$ cat src/rtl/arbitro_acciones.sv
// -----------------------------------------------------------------------------
// arbitro_acciones
//
// Arbitration and sequencing stage between the debounced input block and the
// pet state machine. Every level change on one of the four toggle-style action
// inputs becomes one pending request. Pending requests are offered one at a
// time to the pet FSM over a valid/ready handshake. An offer that is not taken
// within TIMEOUT cycles is dropped and counted. In normal mode a cooldown
// follows every grant or drop. In test mode the policy becomes fixed priority
// with no cooldown.
//
// Parameters
//   TIMEOUT   (>=1) max cycles accion_valid stays high without accion_ready
//   COOLDOWN  (>=0) idle cycles after each grant/drop in normal mode
//
// Ports
//   clk                in   system clock, rising edge
//   reset              in   asynchronous, active-low; clears all state
//   senal_energia      in   debounced toggle, source 0
//   senal_medicina     in   debounced toggle, source 1
//   senal_ultrasonido  in   debounced toggle, source 2
//   senal_fot          in   debounced toggle, source 3
//   senal_test         in   test-mode level (1 = test mode)
//   accion_ready       in   pet FSM accepts the offered action
//   accion_valid       out  an action is being offered
//   accion_id    [1:0] out  source index of the offered action
//   pendientes   [3:0] out  pending-request bitmap, bit i = source i
//   modo_test          out  registered copy of senal_test
//   descartes    [7:0] out  timed-out request count, saturates at 255
// -----------------------------------------------------------------------------
module arbitro_acciones #(
  parameter int TIMEOUT  = 16,
  parameter int COOLDOWN = 4
) (
  input  logic       clk,
  input  logic       reset,
  input  logic       senal_energia,
  input  logic       senal_medicina,
  input  logic       senal_ultrasonido,
  input  logic       senal_fot,
  input  logic       senal_test,
  input  logic       accion_ready,
  output logic       accion_valid,
  output logic [1:0] accion_id,
  output logic [3:0] pendientes,
  output logic       modo_test,
  output logic [7:0] descartes
);

  // ---------------------------------------------------------------------------
  // FSM encoding and counter sizing
  // ---------------------------------------------------------------------------
  localparam logic [1:0] IDLE    = 2'd0;
  localparam logic [1:0] OFRECER = 2'd1;
  localparam logic [1:0] ESPERA  = 2'd2;

  localparam int TW = (TIMEOUT  > 1) ? $clog2(TIMEOUT)  : 1;
  localparam int CW = (COOLDOWN > 1) ? $clog2(COOLDOWN) : 1;

  // Last timer value before a drop, last cooldown count before leaving ESPERA.
  localparam logic [TW-1:0] TIMER_LAST   = TW'(TIMEOUT - 1);
  localparam logic [CW-1:0] COOL_LAST    = CW'((COOLDOWN > 0) ? COOLDOWN - 1 : 0);
  localparam bit            HAS_COOLDOWN = (COOLDOWN > 0);

  // ---------------------------------------------------------------------------
  // Selection helpers
  // ---------------------------------------------------------------------------

  // Fixed priority: lowest set index wins.
  function automatic logic [1:0] pick_fixed(input logic [3:0] req);
    logic [1:0] pick;
    pick = 2'd0;
    // Walking downwards lets the lowest set index overwrite the others.
    for (int k = 3; k >= 0; k--) begin
      if (req[k]) pick = 2'(k);
    end
    return pick;
  endfunction

  // Round-robin: first set index at or after ptr, wrapping modulo 4.
  function automatic logic [1:0] pick_rr(input logic [3:0] req,
                                         input logic [1:0] ptr);
    logic [1:0] idx;
    logic [1:0] pick;
    pick = ptr;
    // Smallest offset from ptr wins; the 2-bit add wraps naturally.
    for (int k = 3; k >= 0; k--) begin
      idx = ptr + 2'(k);
      if (req[idx]) pick = idx;
    end
    return pick;
  endfunction

  // ---------------------------------------------------------------------------
  // State
  // ---------------------------------------------------------------------------
  logic [3:0]    entradas;
  logic [3:0]    prev;
  logic          primo;
  logic [3:0]    toggles;

  logic [1:0]    state;
  logic [TW-1:0] timer;
  logic [CW-1:0] cool;
  logic [1:0]    rr_ptr;

  logic [1:0]    state_d;
  logic [1:0]    id_d;
  logic [TW-1:0] timer_d;
  logic [CW-1:0] cool_d;
  logic [1:0]    rr_ptr_d;
  logic [7:0]    descartes_d;
  logic [3:0]    clr;
  logic [3:0]    pend_d;
  logic [1:0]    sel;
  logic          fin;

  assign entradas = {senal_fot, senal_ultrasonido, senal_medicina, senal_energia};

  // The first edge after reset only captures the input levels, so whatever
  // the switches happen to show at power-up is never mistaken for a request.
  assign toggles = primo ? 4'b0000 : (entradas ^ prev);

  assign sel = modo_test ? pick_fixed(pendientes) : pick_rr(pendientes, rr_ptr);

  // Set wins over clear: a toggle arriving on the accept/drop edge of the
  // same source is a fresh request and must survive.
  assign pend_d = (pendientes & ~clr) | toggles;

  assign accion_valid = (state == OFRECER);

  // ---------------------------------------------------------------------------
  // Next-state logic
  // ---------------------------------------------------------------------------
  always_comb begin
    // NOTE: every signal written here gets a default first so no path leaves
    // it unassigned; otherwise synthesis infers a latch.
    state_d     = state;
    id_d        = accion_id;
    timer_d     = timer;
    cool_d      = cool;
    rr_ptr_d    = rr_ptr;
    descartes_d = descartes;
    clr         = 4'b0000;
    fin         = 1'b0;

    case (state)
      IDLE: begin
        if (|pendientes) begin
          id_d    = sel;
          timer_d = '0;
          state_d = OFRECER;
        end
      end

      OFRECER: begin
        // Accept is tested first so it wins over a timeout on the same edge.
        if (accion_ready) begin
          clr[accion_id] = 1'b1;
          fin            = 1'b1;
        end else if (timer == TIMER_LAST) begin
          clr[accion_id] = 1'b1;
          fin            = 1'b1;
          if (descartes != 8'hFF) descartes_d = descartes + 8'd1;
        end else begin
          timer_d = timer + TW'(1);
        end

        if (fin) begin
          // Test mode is fixed priority, so the pointer is left untouched.
          if (!modo_test) rr_ptr_d = accion_id + 2'd1;
          if (modo_test || !HAS_COOLDOWN) begin
            state_d = IDLE;
          end else begin
            state_d = ESPERA;
            cool_d  = '0;
          end
        end
      end

      ESPERA: begin
        if (cool == COOL_LAST) state_d = IDLE;
        else                   cool_d  = cool + CW'(1);
      end

      default: state_d = IDLE;
    endcase
  end

  // ---------------------------------------------------------------------------
  // Registers
  // ---------------------------------------------------------------------------
  // NOTE: the reset branch is asynchronous, so pulling reset low mid-offer
  // drops accion_valid at once without waiting for a clock edge.
  always_ff @(posedge clk or negedge reset) begin
    if (!reset) begin
      prev       <= 4'b0000;
      primo      <= 1'b1;
      pendientes <= 4'b0000;
      state      <= IDLE;
      accion_id  <= 2'd0;
      timer      <= '0;
      cool       <= '0;
      rr_ptr     <= 2'd0;
      modo_test  <= 1'b0;
      descartes  <= 8'd0;
    end else begin
      // NOTE: non-blocking assignments so every register here samples the
      // values from before this edge, independent of statement order.
      prev       <= entradas;
      primo      <= 1'b0;
      pendientes <= pend_d;
      state      <= state_d;
      accion_id  <= id_d;
      timer      <= timer_d;
      cool       <= cool_d;
      rr_ptr     <= rr_ptr_d;
      modo_test  <= senal_test;
      descartes  <= descartes_d;
    end
  end

endmodule

$ cat config.mk
export PLATFORM = sky130hd
export DESIGN_NAME = arbitro_acciones
export DESIGN_NICKNAME = d
export VERILOG_FILES = /design/src/rtl/arbitro_acciones.sv
export SDC_FILE = /design/constraint.sdc
export NUM_CORES = 1
export LEC_CHECK = 0
export BUFFER_PORTS_ARGS = -buffer_cell sky130_fd_sc_hd__buf_2
export CAP_MARGIN = 20
export CELL_PAD_IN_SITES_DETAIL_PLACEMENT = 1
export CELL_PAD_IN_SITES_GLOBAL_PLACEMENT = 2
export CORE_MARGIN = 3
export CORE_UTILIZATION = 37
export CTS_BUF_LIST = sky130_fd_sc_hd__clkbuf_8
export DETAILED_ROUTE_END_ITERATION = 12
export GPL_ROUTABILITY_DRIVEN = 0
export PLACE_DENSITY = 0.89
export SKIP_CTS_REPAIR_TIMING = 1
export SLEW_MARGIN = 20
export SYNTH_ARGS = -nofsm -noshare
export SYNTH_HDL_FRONTEND = slang
export SYNTH_SLANG_ARGS = --single-unit
export TNS_END_PERCENT = 100
$ cat constraint.sdc
create_clock -name clk -period 2 [get_ports clk]
set_clock_uncertainty 0.1 [all_clocks]
set_input_delay 0 -clock clk [delete_from_list [all_inputs] [get_ports clk]]
set_output_delay 0 -clock clk [all_outputs]
set_load 0.03 [all_outputs]
# Yosys cells after proc, flatten, opt, wreduce, memory -nomap -nowiden
# Cells that the tools add are included.
word_totals:
  regBits: 30
  input_bits: 8
op_classes:
  n_reduce_logical: 11
  n_lt_le_gt_ge: 6
  mux: 39
  add_sub_neg: 7
  n_eq_ne: 12
  bitwise_logic: 6
ops:
  columns: ["cell", "n"]
  rows:
  - ["2-bit 2-to-1 mux", 16]
  - ["4-bit 2-to-1 mux", 7]
  - ["2-bit by 3-bit less-than comparator with 1-bit output, second input constant", 5]
  - ["2-bit inequality test, second input constant", 6]
  - ["4-bit AND reduction", 3]
  - ["8-bit by 1-bit adder with 8-bit output, second input constant", 1]
  - ["1-bit binary-select mux with 2-bit select", 4]
  - ["1-bit 2-to-1 mux", 8]
  - ["8-bit inequality test, second input constant", 1]
  - ["4-bit one-hot mux with 2 select lines", 1]
  - ["2-bit by 1-bit adder with 2-bit output, second input constant", 3]
  - ["2-bit one-hot mux with 3 select lines", 1]
  - ["3-bit AND reduction", 2]
  - ["2-bit adder, second input constant", 2]
  - ["4-bit by 1-bit adder with 4-bit output, second input constant", 1]
  - ["4-bit bitwise AND", 1]
  - ["2-bit == test, second input constant", 2]
  - ["4-bit == test, second input constant", 1]
  - ["4-bit NOT", 1]
  - ["4-bit bitwise OR", 1]
  - ["2-bit one-hot mux with 2 select lines", 1]
  - ["2-bit nonzero test", 2]
  - ["4-bit OR reduction", 1]
  - ["4-bit bitwise XOR", 1]
  - ["8 further kinds", 9]

# Depth between registers and ports, before layout
# Gate-level depths: netlist of run 1.
logic_depth:
  word_depth: 10
  depth_mapped: 5

# Worst setup path before layout of run 1
# Ideal clock, no wire load.
synth_timing:
  path_type: "reg2reg"
  startpoint: "register descartes[0]"
  endpoint: "register descartes[1]"
  t_arrival_ns: 1.466
  setup_ns: 0.128
  period_less_slack_ns: 1.694
  path_stages_with_launch: 5
  required_ns: 1.772
  setup_slack_ns: 0.306
  path_cell_list: "dfrtp_1 -> ha_1 -> nand3_1 -> o21ai_1 -> mux2_1"
synth_between:
  elab_chain_cells: 2
synth_rtl:
  columns: ["element", "line_no", "rtl"]
  rows:
  - ["start, declared", "47", "output logic [7:0] descartes"]
  - ["start signal, assigned", "219", "descartes <= descartes_d;"]
  - ["branches (longest 2 deep; another with 8-bit by 1-bit adder with 8-bit output)", null, null]
# Several ways; the timed one is not identified.
# A chain may end at the register's enable or synchronous reset.

# Worst setup path after layout of run 1
layout_timing:
  startpoint: "register timer[0]"
  endpoint: "register descartes[7]"
layout_between:
  elab_chain_cells: 2
layout_rtl:
  columns: ["element", "line_no", "rtl"]
  rows:
  - ["start, declared", "103", "logic [TW-1:0] timer;"]
  - ["start signal, assigned", "215", "timer <= timer_d;"]
  - ["4-bit == test", "161", "end else if (timer == TIMER_LAST) begin"]
  - ["4-bit AND reduction (no source line)", null, null]
# Every way passes these cells.

==> results of run 1 <==
==> cells in the final DEF (no fill, tap or decap), types with 6 or more instances in the layout <==
cell | synthesis | final
buf_2 | 0 | 23
clkbuf_8 | 0 | 6
dlygate4sd3_1 | 0 | 7
dfrtp_1 | 29 | 29
ha_1 | 7 | 7
inv_1 | 7 | 7
nor2_1 | 6 | 6
xnor2_1 | 6 | 6
o21ai_0 | 6 | 6
nand2_1 | 16 | 16
==> power breakdown <==
group | switching [W] | internal (W)
combinational | 0.000435 | 0.000313
clock | 0.000219 | 0.000276
sequential | 0.000201 | 0.000741
total | 0.000856 | 0.00133
==> worst min path at each step <==
stage / start / end / slack (ns) / depth (start not counted)
floorplan: reset / accion_id[0] / -0.40 / 0
global placement: reset / pendientes[3] / -0.04 / 1
detailed placement: reset / pendientes[0] / -0.03 / 1
CTS: reset / pendientes[0] / -0.34 / 1
global route: reset / pendientes[3] / 0.24 / 2
finish: reset / pendientes[0] / 0.18 / 2
==> cell type report <==
| type | count | area [um2] | share of cell area |
|---|---|---|---|
| Timing Repair Buffer | 30 | 185.2 | 0.1029 |
| Inverter | 7 | 26.28 | 0.01460 |
| Sequential cell | 30 | 752.0 | 0.4179 |
| Multi-Input combinational cell | 96 | 680.7 | 0.3783 |
| Clock inverter | 2 | 12.51 | 0.006954 |
| Tap cell | 48 | 60.06 | 0.03338 |
| Clock buffer | 6 | 82.58 | 0.04590 |
==> cell families after synthesis <==
kind of cell,share of synthesized area
AND/OR/NAND/NOR,0.1498
adder cells (fa/ha/maj),0.05957
AO/OA/AOI/OAI,0.1345
multiplexers,0.06893
flip-flops,0.5115
buffers and inverters,0.02553
other,0.002551
XOR/XNOR,0.04766
==> state kept, by name, indices dropped and copies added (netlist names) <==
register,count
accion_id,2
cool,2
descartes,8
modo_test,1
pendientes,4
prev,4
primo,1
rr_ptr,2
state,2
timer,4
==> cell usage after synthesis <==
master and number:
a21boi_0 1, a21o_1 1, a21oi_1 4, a221oi_1 1
a22oi_1 1, a2bb2oi_1 1, a31oi_1 3, and2_1 1
and3_1 2, buf_6 1, conb_1 1, dfrtp_1 29
dfstp_2 1, ha_1 7, inv_1 7, mux2_1 1
mux2_2 4, mux2_4 1, mux2i_1 3, nand2_1 16
nand2b_1 3, nand3_1 4, nand4_1 2, nand4b_1 1
nor2_1 6, nor2b_1 2, nor3_1 4, nor3b_1 1
nor3b_2 1, o211ai_1 1, o21a_1 1, o21ai_0 6
o21ai_1 1, o22ai_1 1, o2bb2ai_1 4, o41ai_4 1
or3_1 1, xnor2_1 6, xor2_1 2
==> per-layer routing <==
layer / share of wire / wire length [um]
met2: 0.52 / 1658
met4: 0.016 / 51
met5: 0 / 0
met1: 0.42 / 1356
met3: 0.045 / 143
==> through the flow <==
stage                     hold slack (ns)  std cells  utilization  instance area [um2]  setup slack [ns]
final                              0.1774        219       0.4806                 1799            0.2597
after global routing               0.2393        219       0.4806                 1799            0.1430
after CTS                         -0.3394        212       0.4619                 1729            0.2431
after detailed placement         -0.03102        204       0.4365                 1634            0.2510
after global placement           -0.04067        204       0.4365                 1634            0.3233
after floorplan                   -0.3956        134            -                 1470            0.3063
==> summary.txt, run 1 <==
Drt
  • DRT antenna net count: 0
  • Via/cell ratio: 5.187
  • Routed vias: 1136
  • Drt wl/cell: roughly 15 um
  • TritonRoute pass-1 iters: 4
  • Routed WL: 3210 um
  • DR DRC count: 0
  • Drt initial violations: a little over 40

Yosys
  • Mapped Area: 0.001470 mm2
  • Mapped Cells: 134
  • Synth area leader: dfrtp_1
  • Mapped Nets: around 150
  • Syn avg cell area: 10.97 um2
  • Synthesis warning total: 0
  • Sequential area share after synthesis: 0.5115
  • Yosys reg bits: 30
  • Yosys top cell area share: 0.4936
  • Synth area leaders: dfrtp_1, ha_1, nand2_1
  • Post-synthesis cell type count: 39

Clock tree
  • TritonCTS clock tree: done
  • Maximum level of the CTS H-tree: 2
  • Clock root buffer: clkbuf_8
  • Worst-path clk slew: roughly 0.060 ns
  • Clock buffer depth: 2
  • Sink Count: 30
  • Clock Latency Late Sink: 0.28 ns
  • CTS Buf Count: 5

Cells and area
  • Diode count: 0
  • Fillers: between 400 and 500
  • Synthesis-to-layout area growth: 22.38%
  • # nets final: 185
  • Fraction of layout cells with a size suffix above 1: 0.2281

Global routing
  • GR Util met2: 0.2479
  • GR peak layer: met2
  • Largest net degree at the start of global routing: 31
  • Grt ovf: 0
  • Initial antenna violation count: 0
  • GRT Resource Usage Total: 0.1479
  • Grt met3 use: 0.05394
  • Vias in the first global route: 1183
  • Global-route wire length before repair: 5616 um
  • Met1 capacity usage during global routing: 0.1708

Worst setup path
  • CP Launch Type: flop
  • WP depth: 5
  • Req. time, crit path: 2.07 ns
  • Arrival time at the worst endpoint: between 1.5 and 2 ns
  • Crit path to: descartes[7]
  • Crit-path slowest cell: dfrtp_1
  • FF-to-FF End: descartes[7]
  • Crit Path Category: flop to flop
  • Crit Reg-Reg Startpoint: timer[0]
  • CP max FO: 4
  • Reg2Reg Depth: 5
  • R2R Setup Slk: 0.26 ns
  • CP endpoint kind: flop
  • Critical Path Start: timer[0]
  • Peak per-stage delay on the critical path: 0.39 ns
  • Crit path max-delay family: simple AND/OR/NAND/NOR gates
  • Worst Path Buf+Inv: 0
  • Crit-path cells: ha_1 > and3_1 > nand3_1 > nor3_1 > mux2_2

Timing
  • Relative slew slack: 0.5637
  • Hold Fails Final Rpt: 0
  • Final slew viol count: 0
  • RSZ-0062 raised after global routing: no
  • Fmax: 0.5746 GHz
  • Tcrit/Tclk final: 0.8702
  • Total negative slack: 0 ns
  • Final setup violation count: 0
  • Tmin final: ~1.7 ns
  • Worst slew pin tran: 0.6545 ns

Power and ir drop
  • Peak supply drop: about 0.47 mV
  • P_leak: slightly below 0.9 nW
  • Pwr/cell area: roughly 1200 mW/mm2
  • Total Power: approximately 0.0022 W

Floorplan
  • Die H: ~70 um
  • Std cell rows: 22
  • CORE AREA: 0.003744 mm2
  • Initial Utilization: 0.3927
  • Top Ports: 24
  • Die W: 69.04 um
  • Area of the die: 0.004766 mm2

Min path
  • Worst Hold Class: primary input to async pin

Flow run
  • Max Cap Viol: 0

Placement
  • Post-DP HPWL: 2485 um
  • # port buffers: 23

Status
  • Status: complete, no violations
No activity file was read; power rests on OpenSTA's default activity.
==> inputs of run 2 (changes only) <==
- CORE_UTILIZATION: 37 -> 34
- PLACE_DENSITY: 0.89 -> unset
- PLACE_DENSITY_LB_ADDON: unset -> 0.1
- clock period: 2 -> 1.45 ns (I/O delays scaled with it)
==> run 2 against run 1 <==
Compared with the run above:
- the flow now finishes with violations (setup timing)
- combinational power rose by 110%
- critical path depth up 1
- design area up 25%
- global-route usage about the same
- sequential share of layout area decreased by 7.8 points
- wire length up 15%
- via count grew 9.6%
- count of clock-buffer cells in the layout rose by 2
- clock power rose by 60%
- worst setup slack got worse by 0.38 ns
- flip-flop and latch count is the same
- largest power group is now combinational cells
==> summary.txt, run 2 (synthesis gave the netlist of run 1 again) <==
Status
  • Status: complete, but fails checks
  • Failing checks: setup timing

Floorplan
  • CORE AREA: 0.004086 mm2
  • Top Ports: 24
  • Die W: 71.76 um
  • Die H: 71.76 um
  • Initial Utilization: 0.3598
  • Std cell rows: 23
  • Area of the die: 0.005149 mm2

Power and ir drop
  • Pwr/cell area: roughly 1600 mW/mm2
  • P_leak: ~1.1 nW
  • Peak supply drop: 0.8451 mV

Worst setup path
  • Arrival time at the worst endpoint: 1.67 ns
  • CP Launch Type: flop
  • Crit Path Category: flop to flop
  • Crit-path cells: ha_4 > and3_4 > and2_4 > buf_6 > a21boi_2 > a31oi_1
  • Req. time, crit path: roughly 1.6 ns
  • Crit-path slowest cell: dfrtp_2
  • Peak per-stage delay on the critical path: 0.44 ns
  • CP max FO: 4
  • CP endpoint kind: flop

Flow run
  • Max Cap Viol: 0

Clock tree
  • Clock buffer depth: 2
  • Maximum level of the CTS H-tree: 2
  • CTS Buf Count: 5
  • Worst-path clk slew: 0.06 ns
  • Clock Latency Late Sink: between 0.2 and 0.3 ns
  • TritonCTS clock tree: done
  • Sink Count: 30
  • Clock root buffer: clkbuf_8

Cells and area
  • Fraction of layout cells with a size suffix above 1: 0.5297
  • # nets final: 216
  • Commonest non-fill, non-tap cells in the layout: buf_4, buf_2, dfrtp_1, nand2_1, dfrtp_2
  • Max reg flops: 8
  • Sequential Area: 764.5 um2
  • Most common cell after layout, fill and taps aside: buf_4
  • Diode count: 0
  • Footprint of the multi-input gates: 842.1 um2
  • Largest Register: descartes
  • Synthesis-to-layout area growth: 52.94%
  • Fillers: 454
  • Final core occ: 0.5502

Drt
  • Via/cell ratio: 4.940
  • TritonRoute pass-1 iters: 3
  • Drt wl/cell: 14.70 um
  • Drt initial violations: 55
  • DRT antenna net count: 0
  • Routed WL: 3704 um
  • Routed vias: 1245
  • DR DRC count: 0

Global routing
  • Initial antenna violation count: 0
  • Largest net degree at the start of global routing: 31
  • Vias in the first global route: 1257
  • Grt ovf: 0
  • Global-route wire length before repair: 5940 um
  • GRT Resource Usage Total: 0.1481

Timing
  • Final slew viol count: 0
  • Final WS setup: -0.1170 ns
  • Hold Fails Final Rpt: 0
  • Fmax: ~0.64 GHz
  • Final setup violation count: 12
  • RSZ-0062 raised after global routing: yes
  • Tmin final: 1.567 ns
  • Tcrit/Tclk final: 1.081

Placement
  • Placement Setup Slack: -0.1715 ns
  • # port buffers: 23
  • Post-DP HPWL: 2515 um

Min path
  • Worst Hold Class: primary input to flop
run 2: cell count changes in the layout (fill, tap and decap cells not counted), moves of 3 or more:
cell / delta
nand2_1: -4
nor3_2: +3
dfrtp_2: +10
nor3_1: -4
buf_6: +4
nand2_2: +4
buf_4: +26
dfrtp_1: -10
run 2: per-stage QoR:
step	hold slack, ns	area, um2	TNS [ns]	total power (W)	instances
3_5_place_dp	-0.1343	1854	-1.817	0.002577	226
6_report	0.04768	2248	-0.6897	0.003637	252
2_1_floorplan	-0.3956	1525	-0.3070	0.002040	134
4_1_cts	-0.4354	1964	-2.107	0.003386	234
3_3_place_gp	-0.1328	1854	-1.113	0.002518	226
5_1_grt	0.07713	2248	-2.312	0.003916	252
run 2: worst paths after layout:
kind	start	endpoint	slack, ns	depth (start not counted)
hold reg to reg	cool[0]	cool[0]	0.39	1
min in group asynchronous	reset	state[1]	0.10	3
setup reg to reg	timer[0]	descartes[2]	-0.12	6
setup / recovery	timer[0]	descartes[2]	-0.12	6
max in group asynchronous	reset	primo	0.92	3
hold / removal	accion_ready	state[0]	0.05	4
run 2: critical path, delay by kind of cell, from the launching register on:
family | cells | cell delay (ns)
flip-flops | 1 | 0.44
AND/OR/NAND/NOR | 2 | 0.35
AO/OA/AOI/OAI | 2 | 0.32
adder cells (fa/ha/maj) | 1 | 0.18
buffers and inverters | 1 | 0.11
run 2: final cells by class:
type / instances / area share
Tap cell: 50 / 0.02782
Timing Repair Buffer: 61 / 0.1970
Inverter: 7 / 0.01169
Sequential cell: 30 / 0.3400
Clock buffer: 8 / 0.04897
Multi-Input combinational cell: 96 / 0.3745
run 2: metal layers:
layer / up-vias / wire (um) / GRT usage
met1: 616 / 1585 / 0.1821
met3: 5 / 132 / 0.04348
met5: - / 0 / 0
met4: 0 / 77 / 0.05637
met2: 20 / 1908 / 0.2449
li1: 604 / - / -
run 2: report_power, final:
group	internal, W	switching (W)
Clock	0.000479	0.000314
Sequential	0.00104	0.000267
Combinational	0.000755	0.000783
Total	0.00227	0.00136
==> inputs of run 3 (changes only) <==
- GPL_TIMING_DRIVEN: unset -> 0
==> run 3 against run 2 <==
Compared with the run above:
- the run still ends with setup timing left
- first-iteration DRC count shrank 22%
- fmax shrank 0.86%
- global-route usage shrank 1.7 points
- register-to-register slack is essentially flat
- cell count shrank 7.9%
- non-clock buffer count shrank 20
- highest routed layer unchanged
==> summary.txt, run 3 (synthesis gave the netlist of run 1 again) <==
Status
  • Status: complete, but fails checks
  • Failing checks: setup timing

Floorplan
  • Std cell rows: 23
  • CORE AREA: 0.004086 mm2
  • Die H: 71.76 um
  • Area of the die: between 0.005 and 0.006 mm2
  • Die W: just over 70 um
  • Initial Utilization: 0.3598
  • Top Ports: 24

Timing
  • Hold Fails Final Rpt: 0
  • Hold Slack: around 0.022 ns
  • Worst slew pin tran: 0.6961 ns
  • Tcrit/Tclk final: 1.090
  • RSZ-0062 raised after global routing: yes
  • Fmax: around 0.63 GHz
  • Tmin final: 1.581 ns
  • Final setup violation count: 12
  • Relative slew slack: 0.5359
  • Final WS setup: -0.1306 ns
  • Final slew viol count: 0

Cells and area
  • # nets final: 196
  • Final core occ: 0.5034
  • Largest Register: descartes
  • Most common cell after layout, fill and taps aside: buf_2
  • Commonest non-fill, non-tap cells in the layout: buf_2, dfrtp_1, nand2_1, buf_4
  • Fillers: 449
  • Max reg flops: 8
  • Diode count: 0
  • Synthesis-to-layout area growth: 39.91%
  • Fraction of layout cells with a size suffix above 1: 0.4286

Worst setup path
  • CP Launch Type: flop
  • CP endpoint kind: flop
  • Req. time, crit path: 1.51 ns
  • R2R Setup Slk: -0.13 ns
  • CP max FO: 8
  • FF-to-FF End: accion_id[1]
  • Crit Path Category: flop to flop
  • Crit Reg-Reg Startpoint: pendientes[3]
  • Arrival time at the worst endpoint: 1.64 ns
  • Reg2Reg Depth: 3

Clock tree
  • TritonCTS clock tree: done
  • Worst-path clk slew: around 0.060 ns
  • Clock Latency Late Sink: 0.27 ns
  • Clock root buffer: clkbuf_8
  • Sink Count: 30
  • Maximum level of the CTS H-tree: 2
  • CTS Buf Count: 5
  • Clock buffer depth: 2

Placement
  • Post-DP HPWL: between 2000 and 2500 um
  • # port buffers: 23

Global routing
  • Initial antenna violation count: 0
  • Grt ovf: 0
  • GRT Resource Usage Total: 0.1311
  • Largest net degree at the start of global routing: 31
  • Vias in the first global route: 1136
  • Global-route wire length before repair: 5292 um

Power and ir drop
  • Peak supply drop: 0.8506 mV
  • Total Power: roughly 0.0033 W
  • Pwr/cell area: 1615 mW/mm2
  • P_leak: 0.9647 nW

Min path
  • Min-Delay Endpoint: timer[1]
  • Worst Hold Depth: 4
  • Min-delay src: accion_ready
  • Worst Hold Class: primary input to flop

Flow run
  • Max Cap Viol: 0

Drt
  • Routed WL: ~3500 um
  • Routed vias: roughly 1.2k
  • Drt initial violations: 43
  • DRT antenna net count: 0
  • TritonRoute pass-1 iters: 4
  • Via/cell ratio: 5.095
  • Drt wl/cell: 15.15 um
  • DR DRC count: 0
==> run 3: through the flow <==
step	TNS [ns]	setup WS, ns	cells	area (um2)
after floorplan	-0.3070	-0.1316	134	1525
after global placement	-1.598	-0.2295	207	1703
after detailed placement	-2.295	-0.2517	207	1703
after CTS	-2.568	-0.2623	215	1785
after global routing	-1.783	-0.1870	232	2057
final	-0.7357	-0.1306	232	2057
==> run 3: worst max path at each step <==
stage | from | to | slack (ns) | cells after the start
4_1_cts | timer[0] | descartes[1] | -0.26 | 5
2_1_floorplan | pendientes[2] | accion_id[1] | -0.13 | 2
6_report | pendientes[3] | accion_id[1] | -0.13 | 3
3_5_place_dp | timer[0] | descartes[1] | -0.25 | 5
3_3_place_gp | pendientes[2] | accion_id[1] | -0.23 | 2
5_1_grt | pendientes[3] | accion_id[1] | -0.19 | 3
==> run 3: layout make-up <==
type | count | area (um2) | share of cell area
well taps | 50 | 62.56 | 0.03041
inverters | 7 | 26.28 | 0.01277
flip-flops and latches | 30 | 762.0 | 0.3704
clock buffers | 5 | 68.82 | 0.03346
multi-input cells | 96 | 854.6 | 0.4155
clock inverters | 3 | 13.76 | 0.006691
repair buffers | 41 | 269.0 | 0.1308
==> run 3: power breakdown <==
part	total, W	switching [W]	internal, W	leakage, nW
combinational	0.00137	0.000728	0.000640	0.554
sequential	0.00132	0.000285	0.00103	0.362
clock	0.000636	0.000311	0.000325	0.0491
total	0.00332	0.00132	0.00200	0.965
==> run 3: metal layers <==
layer	wire length (um)	vias up	GRT usage
li1	-	564	-
met1	1533	597	0.1574
met2	1831	19	0.2235
met3	128	2	0.04348
met4	22	0	0.03758
met5	0	-	0
==> run 3: worst max-delay path: stages (launching register included) <==
cell and delay [ns]:
dfrtp_2 0.47, o41ai_4 0.40, buf_4 0.20, mux2_4 0.30
